[src/rtl/reg_bank_if.sv]
// Command/data bundle for reg_bank: per-register commands in,
// read port, flattened contents and status flags out.
interface reg_bank_if #(
    parameter int WIDTH = 16,
    parameter int NREGS = 8,
    parameter int SELW  = 3
);
    logic [NREGS-1:0]       load;
    logic [NREGS-1:0]       inc;
    logic [NREGS-1:0]       clr;
    logic [WIDTH-1:0]       indata;
    logic                   err_clr;
    logic [SELW-1:0]        rd_sel;
    logic [WIDTH-1:0]       rd_data;
    logic [NREGS*WIDTH-1:0] outdata;
    logic [NREGS-1:0]       zero;
    logic [NREGS-1:0]       wrap;
    logic [NREGS-1:0]       err;

    modport master (
        output load, inc, clr, indata, err_clr, rd_sel,
        input  rd_data, outdata, zero, wrap, err
    );

    modport slave (
        input  load, inc, clr, indata, err_clr, rd_sel,
        output rd_data, outdata, zero, wrap, err
    );
endinterface

[src/rtl/reg_bank.sv]
// Bank of NREGS load/inc/clr registers with zero/wrap/sticky-error flags.
// Build option REG_BANK_PRIORITY_EN: resolve conflicts clr > load > inc.
module reg_bank #(
    parameter int               WIDTH = 16,
    parameter int               NREGS = 8,
    parameter int               SELW  = 3,
    parameter logic [WIDTH-1:0] INIT  = '0
) (
    input logic       clk,
    input logic       rst,
    reg_bank_if.slave bus
);

    logic [WIDTH-1:0] regs_q [NREGS] = '{default: INIT};
    logic [WIDTH-1:0] regs_d [NREGS];
    logic [NREGS-1:0] wrap_q = '0;
    logic [NREGS-1:0] wrap_d;
    logic [NREGS-1:0] err_q = '0;
    logic [NREGS-1:0] err_d;
    logic [NREGS-1:0] conflict;

    always_comb begin
        regs_d   = regs_q;
        wrap_d   = '0;
        conflict = (bus.load & bus.inc) | (bus.load & bus.clr) | (bus.inc & bus.clr);
        for (int i = 0; i < NREGS; i++) begin
`ifdef REG_BANK_PRIORITY_EN
            if (bus.clr[i]) begin
                regs_d[i] = '0;
            end else if (bus.load[i]) begin
                regs_d[i] = bus.indata;
            end else if (bus.inc[i]) begin
                regs_d[i] = regs_q[i] + WIDTH'(1);
                wrap_d[i] = &regs_q[i];
            end
`else
            // A conflicting register holds; only its err bit reacts
            if (!conflict[i]) begin
                if (bus.clr[i]) begin
                    regs_d[i] = '0;
                end else if (bus.load[i]) begin
                    regs_d[i] = bus.indata;
                end else if (bus.inc[i]) begin
                    regs_d[i] = regs_q[i] + WIDTH'(1);
                    wrap_d[i] = &regs_q[i];
                end
            end
`endif
        end
        err_d = bus.err_clr ? conflict : (err_q | conflict);
    end

    always_ff @(posedge clk) begin
        if (rst) begin
            for (int i = 0; i < NREGS; i++) begin
                regs_q[i] <= INIT;
            end
            wrap_q <= '0;
            err_q  <= '0;
        end else begin
            for (int i = 0; i < NREGS; i++) begin
                regs_q[i] <= regs_d[i];
            end
            wrap_q <= wrap_d;
            err_q  <= err_d;
        end
    end

    always_comb begin
        bus.rd_data = '0;
        bus.outdata = '0;
        bus.zero    = '0;
        for (int i = 0; i < NREGS; i++) begin
            if (bus.rd_sel == SELW'(i)) begin
                bus.rd_data = regs_q[i];
            end
            bus.outdata[i*WIDTH +: WIDTH] = regs_q[i];
            bus.zero[i] = (regs_q[i] == '0);
        end
    end

    assign bus.wrap = wrap_q;
    assign bus.err  = err_q;

endmodule

[src/flat_wrapper.sv]
// flat-port wrapper written by rule: the top's interface ports become plain ports
module reg_bank_flat 
#(
    parameter int               WIDTH = 16,
    parameter int               NREGS = 8,
    parameter int               SELW  = 3,
    parameter logic [WIDTH-1:0] INIT  = '0
)
  (clk, rst, bus_load, bus_inc, bus_clr, bus_indata, bus_err_clr, bus_rd_sel, bus_rd_data, bus_outdata, bus_zero, bus_wrap, bus_err);
  reg_bank_if #(.WIDTH(WIDTH), .NREGS(NREGS), .SELW(SELW)) bus_i ();
  input logic clk;
  input logic rst;
  input wire logic [$bits(bus_i.load)-1:0] bus_load;
  input wire logic [$bits(bus_i.inc)-1:0] bus_inc;
  input wire logic [$bits(bus_i.clr)-1:0] bus_clr;
  input wire logic [$bits(bus_i.indata)-1:0] bus_indata;
  input wire logic [$bits(bus_i.err_clr)-1:0] bus_err_clr;
  input wire logic [$bits(bus_i.rd_sel)-1:0] bus_rd_sel;
  output wire logic [$bits(bus_i.rd_data)-1:0] bus_rd_data;
  output wire logic [$bits(bus_i.outdata)-1:0] bus_outdata;
  output wire logic [$bits(bus_i.zero)-1:0] bus_zero;
  output wire logic [$bits(bus_i.wrap)-1:0] bus_wrap;
  output wire logic [$bits(bus_i.err)-1:0] bus_err;
  assign bus_i.load = bus_load;
  assign bus_i.inc = bus_inc;
  assign bus_i.clr = bus_clr;
  assign bus_i.indata = bus_indata;
  assign bus_i.err_clr = bus_err_clr;
  assign bus_i.rd_sel = bus_rd_sel;
  assign bus_rd_data = bus_i.rd_data;
  assign bus_outdata = bus_i.outdata;
  assign bus_zero = bus_i.zero;
  assign bus_wrap = bus_i.wrap;
  assign bus_err = bus_i.err;
  reg_bank #(.WIDTH(WIDTH), .NREGS(NREGS), .SELW(SELW), .INIT(INIT)) u_core (.clk(clk), .rst(rst), .bus(bus_i));
endmodule
[config.mk]
export PLATFORM = sky130hd
export DESIGN_NAME = reg_bank_flat
export DESIGN_NICKNAME = d
export VERILOG_FILES = /design/src/rtl/reg_bank_if.sv /design/src/rtl/reg_bank.sv /design/src/flat_wrapper.sv
export SDC_FILE = /design/constraint.sdc
export NUM_CORES = 1
export LEC_CHECK = 0
export CORE_MARGIN = 8
export CORE_UTILIZATION = 40
export DETAILED_ROUTE_END_ITERATION = 12
export HOLD_SLACK_MARGIN = 0.12
export PLACE_DENSITY = 0.75
export SLEW_MARGIN = 25
export SYNTH_ARGS = -nofsm -noshare
export SYNTH_HDL_FRONTEND = slang
export SYNTH_SLANG_ARGS = --single-unit
[constraint.sdc]
create_clock -name clk -period 2.6 [get_ports clk]
set_clock_uncertainty 0.15 [all_clocks]
set_input_delay 0.39 -clock clk [delete_from_list [all_inputs] [get_ports clk]]
set_output_delay 0.39 -clock clk [all_outputs]
set_load 0.1 [all_outputs]
Word-level counts from Yosys, hierarchy flattened:

Index checks and enable logic that the tools add are counted.

* bits in registers: 144
* output and inout bits: 168
* bits of input ports: 46
* word-level logic and storage cells: 128

* reductions and logical operators: 41
* bitwise logic cells: 22
* multiplexer cells: 33
* equality and inequality tests: 7
* add/subtract/negate cells: 8

Operators by type and width (number)
* $mux W16: 32
* $add A16 B1 Y16 const B: 8
* $logic_not A16 Y1: 8
* $reduce_and A16 Y1: 8
* $reduce_or A5 Y1: 8
* $and A8 B8 Y8: 3
* $or A8 B8 Y8: 3
* $reduce_bool A3 Y1: 8
* $not A1 Y1: 16
* $reduce_and A2 Y1: 8
* $eq A3 B3 Y1 const B: 4
* $mux W8: 1
* $eq A3 B2 Y1 const B: 2
* $eq A3 B1 Y1 const B: 1
* $logic_not A3 Y1: 1

Logic depth before layout (Yosys ltp):

Gate-level depths: netlist (run 1).

* word-level depth: 9
* gate-level depth with buffers: 7
* mapped depth without buffers: 6

Worst setup path after synthesis (run 1):

Ideal clock, no wire load.

* path kind: reg-to-output
* from: reg u_core.regs_q (netlist bit u_core.bus.outdata[84])
* to: out bus_rd_data[4]
* buffers on the path: 1
* slack: -1.741 ns
* arrival: 3.801 ns
* data required time: 2.060 ns
* stages on the path, launching flop included: 5
* cells stage by stage: dfxtp_1 -> clkbuf_1 -> a22oi_1 -> o221a_2 -> o21ai_0

* longest elaborated chain between the ends: 3

RTL lines
* from (decl): line reg_bank.sv:14 `logic [WIDTH-1:0] regs_q [NREGS] = '{default: INIT};`
* from (signal, indexed assignment): line reg_bank.sv:62 `regs_q[i] <= regs_d[i];`
* $mux W16 (3 in a row): line reg_bank.sv:74 `if (bus.rd_sel == SELW'(i)) begin`
* to (decl): line flat_wrapper.sv:19 `output wire logic [$bits(bus_i.rd_data)-1:0] bus_rd_data;`

Every way passes these cells.

Final worst setup path (run 1):

* from: reg u_core.regs_q (netlist bit u_core.bus.outdata[20])
* to: out bus_rd_data[4]

* longest elaborated chain between the ends: 7

RTL lines (line)
* $mux W16 (7 in a row): reg_bank.sv:74

Every way passes these cells.

==> results by group, run 1 <==
Setup path
  – Crit Path Class: reg2out
  – Req. time, crit path: 2.06 ns
  – CP max stage delay: about 0.55 ns
  – Reg-to-reg setup timing slack: 0.31 ns
  – Cells along the critical path: mux2_2, a22oi_1, o221a_2, o21ai_4, buf_12
  – CP endpoint kind: output port
  – Worst EP arrival: about 2 ns
  – Critical path's slowest cell: dfxtp_1
  – CP Max Fanout: 8
  – Worst Setup Start Kind: flop

Drt
  – Top Layer Used: met5
  – Vias/cell: ~6.7
  – Initial detailed-routing violation count: 2046
  – Met2 wire len: between 20000 and 25000 µm
  – 1st-pass router iterations: 6
  – DR DRC count: 0
  – Antenna-violating nets left: 0
  – Routed WL: around 54000 µm
  – Met3 wire len: 6110 µm
  – Wire length per cell: roughly 24 µm
  – Via count: about 15000
  – DRT met1 WL: ~21000 µm

STA
  – Final hold vios: 0
  – Max transition margin: 0.478
  – Final count of negative-setup-slack endpoints: 0
  – F_max: 390 MHz
  – Tcrit/Tclk final: 0.987
  – Min Tclk post-route: approximately 2.6 ns
  – Worst slew pin tran: 0.781 ns
  – Fin worst setup slack: 0.0331 ns
  – Max-slew violations: 0

Placement
  – I/O Buffers: between 200 and 250
  – Placed inst area: 15200 µm²
  – Post-Place Cells: 2200
  – GPL Wtd Cong: a little under 1
  – Setup Slack @ Placement: -0.272 ns
  – HPWL Detailed: about 39000 µm

Die
  – Die Y: 190 µm
  – Die W: around 190 µm
  – Num rows: 63
  – CORE AREA: ~30000 µm²
  – Number of top-level pins: 214
  – Initial Utilization: 0.407
  – Die Area: 36100 µm²

CTS
  – H-tree Lvls: 4
  – Clk Latency, worst-skew pair: ~0.44 ns
  – CTS tree: built
  – Hold Buf Count CTS: 0
  – Root Driver: clkbuf_16
  – Clock Pin Slew Worst Setup and Hold Paths: ~0.07 ns
  – Num CTS Buffers: 17
  – Maximum clock path buffer count: 2
  – TritonCTS Sinks: 144

Synth
  – Post-synth EDFFs: 0
  – Seq/Total Area, Yosys: 0.238
  – Synth warnings: 0
  – Mapped Avg Cell Area: 7.42 µm²
  – Yosys top cell by area: dfxtp_1
  – Most used DFF post-synth: dfxtp_1
  – Asr flop ratio synth: 0
  – Post-Syn Instances: about 1600
  – Most frequent cell after synthesis: dfxtp_1
  – Synth cell count leaders: dfxtp_1 (144), clkbuf_1 (128), a21oi_1 (124), nand2_1 (109), nor2_1 (95)
  – Distinct cells, synth: 84
  – Post-Syn Area: around 12000 µm²
  – Post-synthesis register bit count: around 140
  – Synth top area share: 0.238
  – Synth area leaders: dfxtp_1 (24%), a21oi_1 (5.1%), a22oi_1 (4.0%), clkbuf_1 (4.0%), o21ai_0 (3.7%)
  – Synthesized net count: 1693

Cells and area
  – Register Area: just under 3000 µm²
  – Nets: 1898
  – Finished Layout Cells: ~2200
  – Area Overhead vs Synth: 31.5%
  – Fillers: between 2000 and 3000
  – Layout cells sized above 1: 0.271
  – Area occupied by multi-input gates: around 8400 µm²
  – Finished Cell Area: ~16000 µm²

Global routing
  – First-pass GRT wire length: a little over 80000 µm
  – GRT Total Usage: 0.284
  – Largest net degree at the start of global routing: 78
  – Initial antenna violation count: 1
  – Grt ovf: 0
  – Vias in the first global route: 13896

Hold path
  – Min-Delay Path Class: in2reg

Power
  – Max VDD drop: ~0.46 mV
  – Overall power: 8.00 mW
  – Static Leak: approximately 5.8 nW
  – Pwr Density: around 500 nW/µm²

Run status
  – Status: complete, no violations

Flow run
  – Max cap viols: 0
[worst max-delay path: cells and delay by family (launching register included)]
kind	cells	cell delay (ns)
multiplexers	1	0.26
AO/OA/AOI/OAI	3	0.59
flip-flops	1	0.55
buffers and inverters	1	0.19
[flip-flops by register name (all words and copies together) (netlist names)]
register            count
u_core.bus.wrap         8
u_core.bus.err          8
u_core.bus.outdata    128
[worst paths after layout]
| kind | depth (start not counted) | endpoint | startpoint |
|---|---|---|---|
| worst min register to register | 2 | u_core.bus.err[3] | u_core.bus.err[3] |
| worst max-delay path | 5 | bus_rd_data[4] | u_core.bus.outdata[20] |
| worst max register to register | 5 | u_core.bus.outdata[94] | u_core.bus.outdata[80] |
| worst min-delay path | 3 | u_core.bus.err[2] | rst |
[cell usage in the layout, fill, tap and decap left out, drive strengths merged, types with 44 or more instances in the layout]
master / synthesis / layout
a21oi: 124 / 124
a22oi: 64 / 64
buf: 41 / 323
dfxtp: 144 / 144
inv: 57 / 64
nand2: 110 / 110
nand3: 80 / 80
nand3b: 56 / 56
nand4: 45 / 45
nor2: 95 / 95
nor4: 44 / 44
o21ai: 92 / 92
[timing repair]
action,4_1_cts,5_1_grt
buffers inserted,1,5
cloned,1,0
setup endpoints to repair,15,15
endpoints found under the hold margin,0,0
gates resized for setup,16,15
pin swaps,8,5
[area by class of cell]
class	count	area share
Multi-Input combinational cell	1248	0.527
Timing Repair Buffer	366	0.205
Sequential cell	144	0.186
Tap cell	390	0.0307
Clock buffer	17	0.0267
Inverter	59	0.0144
Clock inverter	15	0.00943
Antenna cell	1	0.000157
[where the power goes]
part	internal (mW)	switching, mW	total (mW)
sequential	2.31	0.247	2.56
clock	1.35	1.18	2.53
combinational	0.921	1.99	2.91
total	4.58	3.42	8.00
[kinds of logic after synthesis]
family	synth area share
XOR/XNOR	0.0203
adder cells (fa/ha/maj)	0.0182
AO/OA/AOI/OAI	0.301
buffers and inverters	0.0882
multiplexers	0.0516
flip-flops	0.238
AND/OR/NAND/NOR	0.282
[metrics by stage]
stage	hold slack (ns)	TNS, ns	utilization
floorplan	0.459	-0.311	-
global placement	0.323	-0.807	0.511
detailed placement	0.329	-1.12	0.511
CTS	0.311	-0.0413	0.533
global route	0.343	-0.0159	0.536
finish	0.303	0	0.536
[per-layer routing]
metal / GRT usage / vias up
li1: - / 6680
met1: 0.372 / 7166
met2: 0.439 / 1024
met3: 0.0672 / 175
met4: 0.125 / 2
met5: 0 / -
(Power assumes the default switching activity.)
==> run 2, diff against run 1 <==
--- a/config.mk
+++ b/config.mk
@@ -8,7 +8,7 @@
 export CORE_MARGIN = 8
 export CORE_UTILIZATION = 40
 export DETAILED_ROUTE_END_ITERATION = 12
-export HOLD_SLACK_MARGIN = 0.12
+export HOLD_SLACK_MARGIN = 0.02
 export PLACE_DENSITY = 0.75
 export SLEW_MARGIN = 25
 export SYNTH_ARGS = -nofsm -noshare
==> results of run 2 <==
The final DEF is identical to that of run 1; final timing and power are the same.
==> run 3, diff against run 2 <==
--- a/config.mk
+++ b/config.mk
@@ -6,10 +6,10 @@
 export NUM_CORES = 1
 export LEC_CHECK = 0
 export CORE_MARGIN = 8
-export CORE_UTILIZATION = 40
+export CORE_UTILIZATION = 38
 export DETAILED_ROUTE_END_ITERATION = 12
 export HOLD_SLACK_MARGIN = 0.02
-export PLACE_DENSITY = 0.75
+export PLACE_DENSITY = 0.73
 export SLEW_MARGIN = 25
 export SYNTH_ARGS = -nofsm -noshare
 export SYNTH_HDL_FRONTEND = slang
==> results by group, run 3 (synthesized netlist as in run 1, its figures left out) <==
STA
  – RSZ-0062 raised after global routing: no
  – Final hold vios: 0 (unchanged)
  – F_max: 397 MHz (+1.8%)
  – Worst slew pin tran: 0.795 ns (+0.0134 ns)
  – Max-slew violations: 0 (unchanged)
  – Final count of negative-setup-slack endpoints: 0 (unchanged)
  – Max transition margin: 0.467 (-0.0109)
  – Fin worst setup slack: 0.0781 ns (+0.0450 ns)
  – Tcrit/Tclk final: 0.970 (-0.0173)
  – Setup TNS Final: 0 ns (unchanged)
  – Min Tclk post-route: 2.52 ns (-0.0450 ns)

Cells and area
  – Commonest non-fill, non-tap cell in the layout: buf_4
  – Finished Cell Area: 15800 µm² (-0.60%)
  – Nets: 1890 (-0.42%)
  – N_diodes: 0 (-1)
  – Layout cells sized above 1: 0.263 (-0.00845)
  – Fillers: 3015 (+7.8%)
  – Register Area: 2960 µm² (about the same)
  – Layout Utilization: 0.503 (-0.0330)
  – Area occupied by multi-input gates: 8340 µm² (-0.64%)
  – Area Overhead vs Synth: 30.7%
  – Most frequent cells in the layout: buf_4 (281), a21oi_1 (120), nand2_1 (106)
  – Max reg flops: 128 (unchanged)

CTS
  – Hold Buf Count CTS: 0 (unchanged)
  – CTS tree: built
  – H-tree Lvls: 4 (unchanged)
  – TritonCTS Sinks: 144 (unchanged)
  – Root Driver: clkbuf_16
  – Num CTS Buffers: 17 (unchanged)
  – Clock Pin Slew Worst Setup and Hold Paths: 0.06 ns (about the same)
  – Clk Latency, worst-skew pair: 0.44 ns (about the same)
  – Postcts setup bufs: 0 (-1)
  – Maximum clock path buffer count: 2 (unchanged)

Die
  – Die Area: 37800 µm² (+4.8%)
  – Initial Utilization: 0.385 (-0.0227)
  – CORE AREA: 31500 µm² (+5.9%)
  – Die Y: 194 µm (+2.4%)
  – Die W: 194 µm (+2.4%)
  – Num rows: 65 (+3.2%)
  – Number of top-level pins: 214 (unchanged)

Run status
  – Status: complete, no violations

Drt
  – 1st-pass router iterations: 7 (+1)
  – Vias/cell: 6.60 (-1.7%)
  – Initial detailed-routing violation count: 1829 (-11%)
  – Antenna-violating nets left: 0 (unchanged)
  – DR DRC count: 0 (unchanged)
  – Wire length per cell: 24.3 µm (+1.6%)
  – Via count: 14800 (-1.6%)
  – Routed WL: 54600 µm (+1.6%)

Hold path
  – Hold path startpoint: rst
  – Hold Crit Depth: 2 (-1)
  – Min-Delay Path Class: in2reg
  – Hold endpoint: u_core.bus.err[2]

Global routing
  – GRT Total Usage: 0.277 (-0.00733)
  – Grt ovf: 0 (unchanged)
  – Largest net degree at the start of global routing: 44 (-44%)
  – Initial antenna violation count: 2 (+1)
  – First-pass GRT wire length: 84000 µm (+2.5%)
  – Vias in the first global route: 13854 (-0.30%)

Setup path
  – CP Max Fanout: 8 (unchanged)
  – Reg-to-reg setup timing slack: 0.24 ns (-0.07 ns)
  – RR Startpoint: u_core.bus.outdata[81]
  – Crit Path Class: reg2out
  – R2r endpoint: u_core.bus.outdata[94]
  – Worst Setup Start Kind: flop
  – Worst EP arrival: 1.98 ns (-0.05 ns)
  – CP endpoint kind: output port
  – Req. time, crit path: 2.06 ns (about the same)
  – FF-to-FF path depth: 5 (unchanged)

Power
  – Max VDD drop: 0.454 mV (-0.87%)
  – Pwr Density: 511 nW/µm² (+1.7%)
  – Overall power: 8.09 mW (+1.0%)
  – Static Leak: 5.73 nW (-0.71%)

Placement
  – HPWL Detailed: 40300 µm (+3.4%)
  – GPL Wtd Cong: 0.978 (+1.6%)
  – Placed inst area: 15200 µm² (about the same)
  – I/O Buffers: 213 (unchanged)
  – Setup Slack @ Placement: -0.142 ns (+0.129 ns)

Flow run
  – Max cap viols: 0 (unchanged)
[run 3: critical path: stages, from the launching register on]
cell and delay [ns]:
dfxtp_1 0.53, mux2_2 0.26, a22oi_1 0.07, o221a_2 0.34, o21ai_4 0.16, buf_12 0.19
[run 3: stage by stage]
| step | hold WS, ns | cells |
|---|---|---|
| 2_1_floorplan | 0.459 | 1631 |
| 5_1_grt | 0.294 | 2242 |
| 3_3_place_gp | 0.320 | 2211 |
| 4_1_cts | 0.261 | 2242 |
| 3_5_place_dp | 0.330 | 2211 |
| 6_report | 0.281 | 2242 |
[run 3: worst max path at each step]
| stage | start | cells past startpoint | end | slack [ns] |
|---|---|---|---|---|
| after floorplan | u_core.bus.outdata[84] | 4 | bus_rd_data[4] | -0.22 |
| after global placement | bus_rd_sel[1] | 8 | bus_rd_data[5] | -0.12 |
| after detailed placement | bus_rd_sel[1] | 8 | bus_rd_data[3] | -0.14 |
| after CTS | u_core.bus.outdata[48] | 5 | bus_zero[3] | 0.02 |
| after global routing | u_core.bus.outdata[20] | 5 | bus_rd_data[4] | 0.002 |
| final | u_core.bus.outdata[20] | 5 | bus_rd_data[4] | 0.08 |
[run 3: area by class of cell]
type                            count  area share
Clock buffer                       19      0.0280
Clock inverter                     12      0.0101
Inverter                           59      0.0142
Multi-Input combinational cell   1248       0.527
Sequential cell                   144       0.187
Tap cell                          402      0.0318
Timing Repair Buffer              358       0.201
[run 3: per-layer routing]
layer	part of all wire	wire length [µm]	global-route usage
met1	0.42	22700	0.365
met2	0.44	24000	0.423
met3	0.10	5660	0.0641
met4	0.040	2170	0.128
met5	0	0	0
[run 3: repair_timing]
action                                  4_1_cts  5_1_grt
endpoints found under the setup margin       13        3
pin swaps                                     4        0
resized for setup                             7        3
hold endpoints to repair                      0        0
[run 3: where the power goes]
part	leakage, nW	internal (mW)	switching (mW)
Combinational	4.25	0.903	1.99
Clock	0.282	1.54	1.10
Sequential	1.20	2.31	0.246
Total	5.73	4.75	3.34
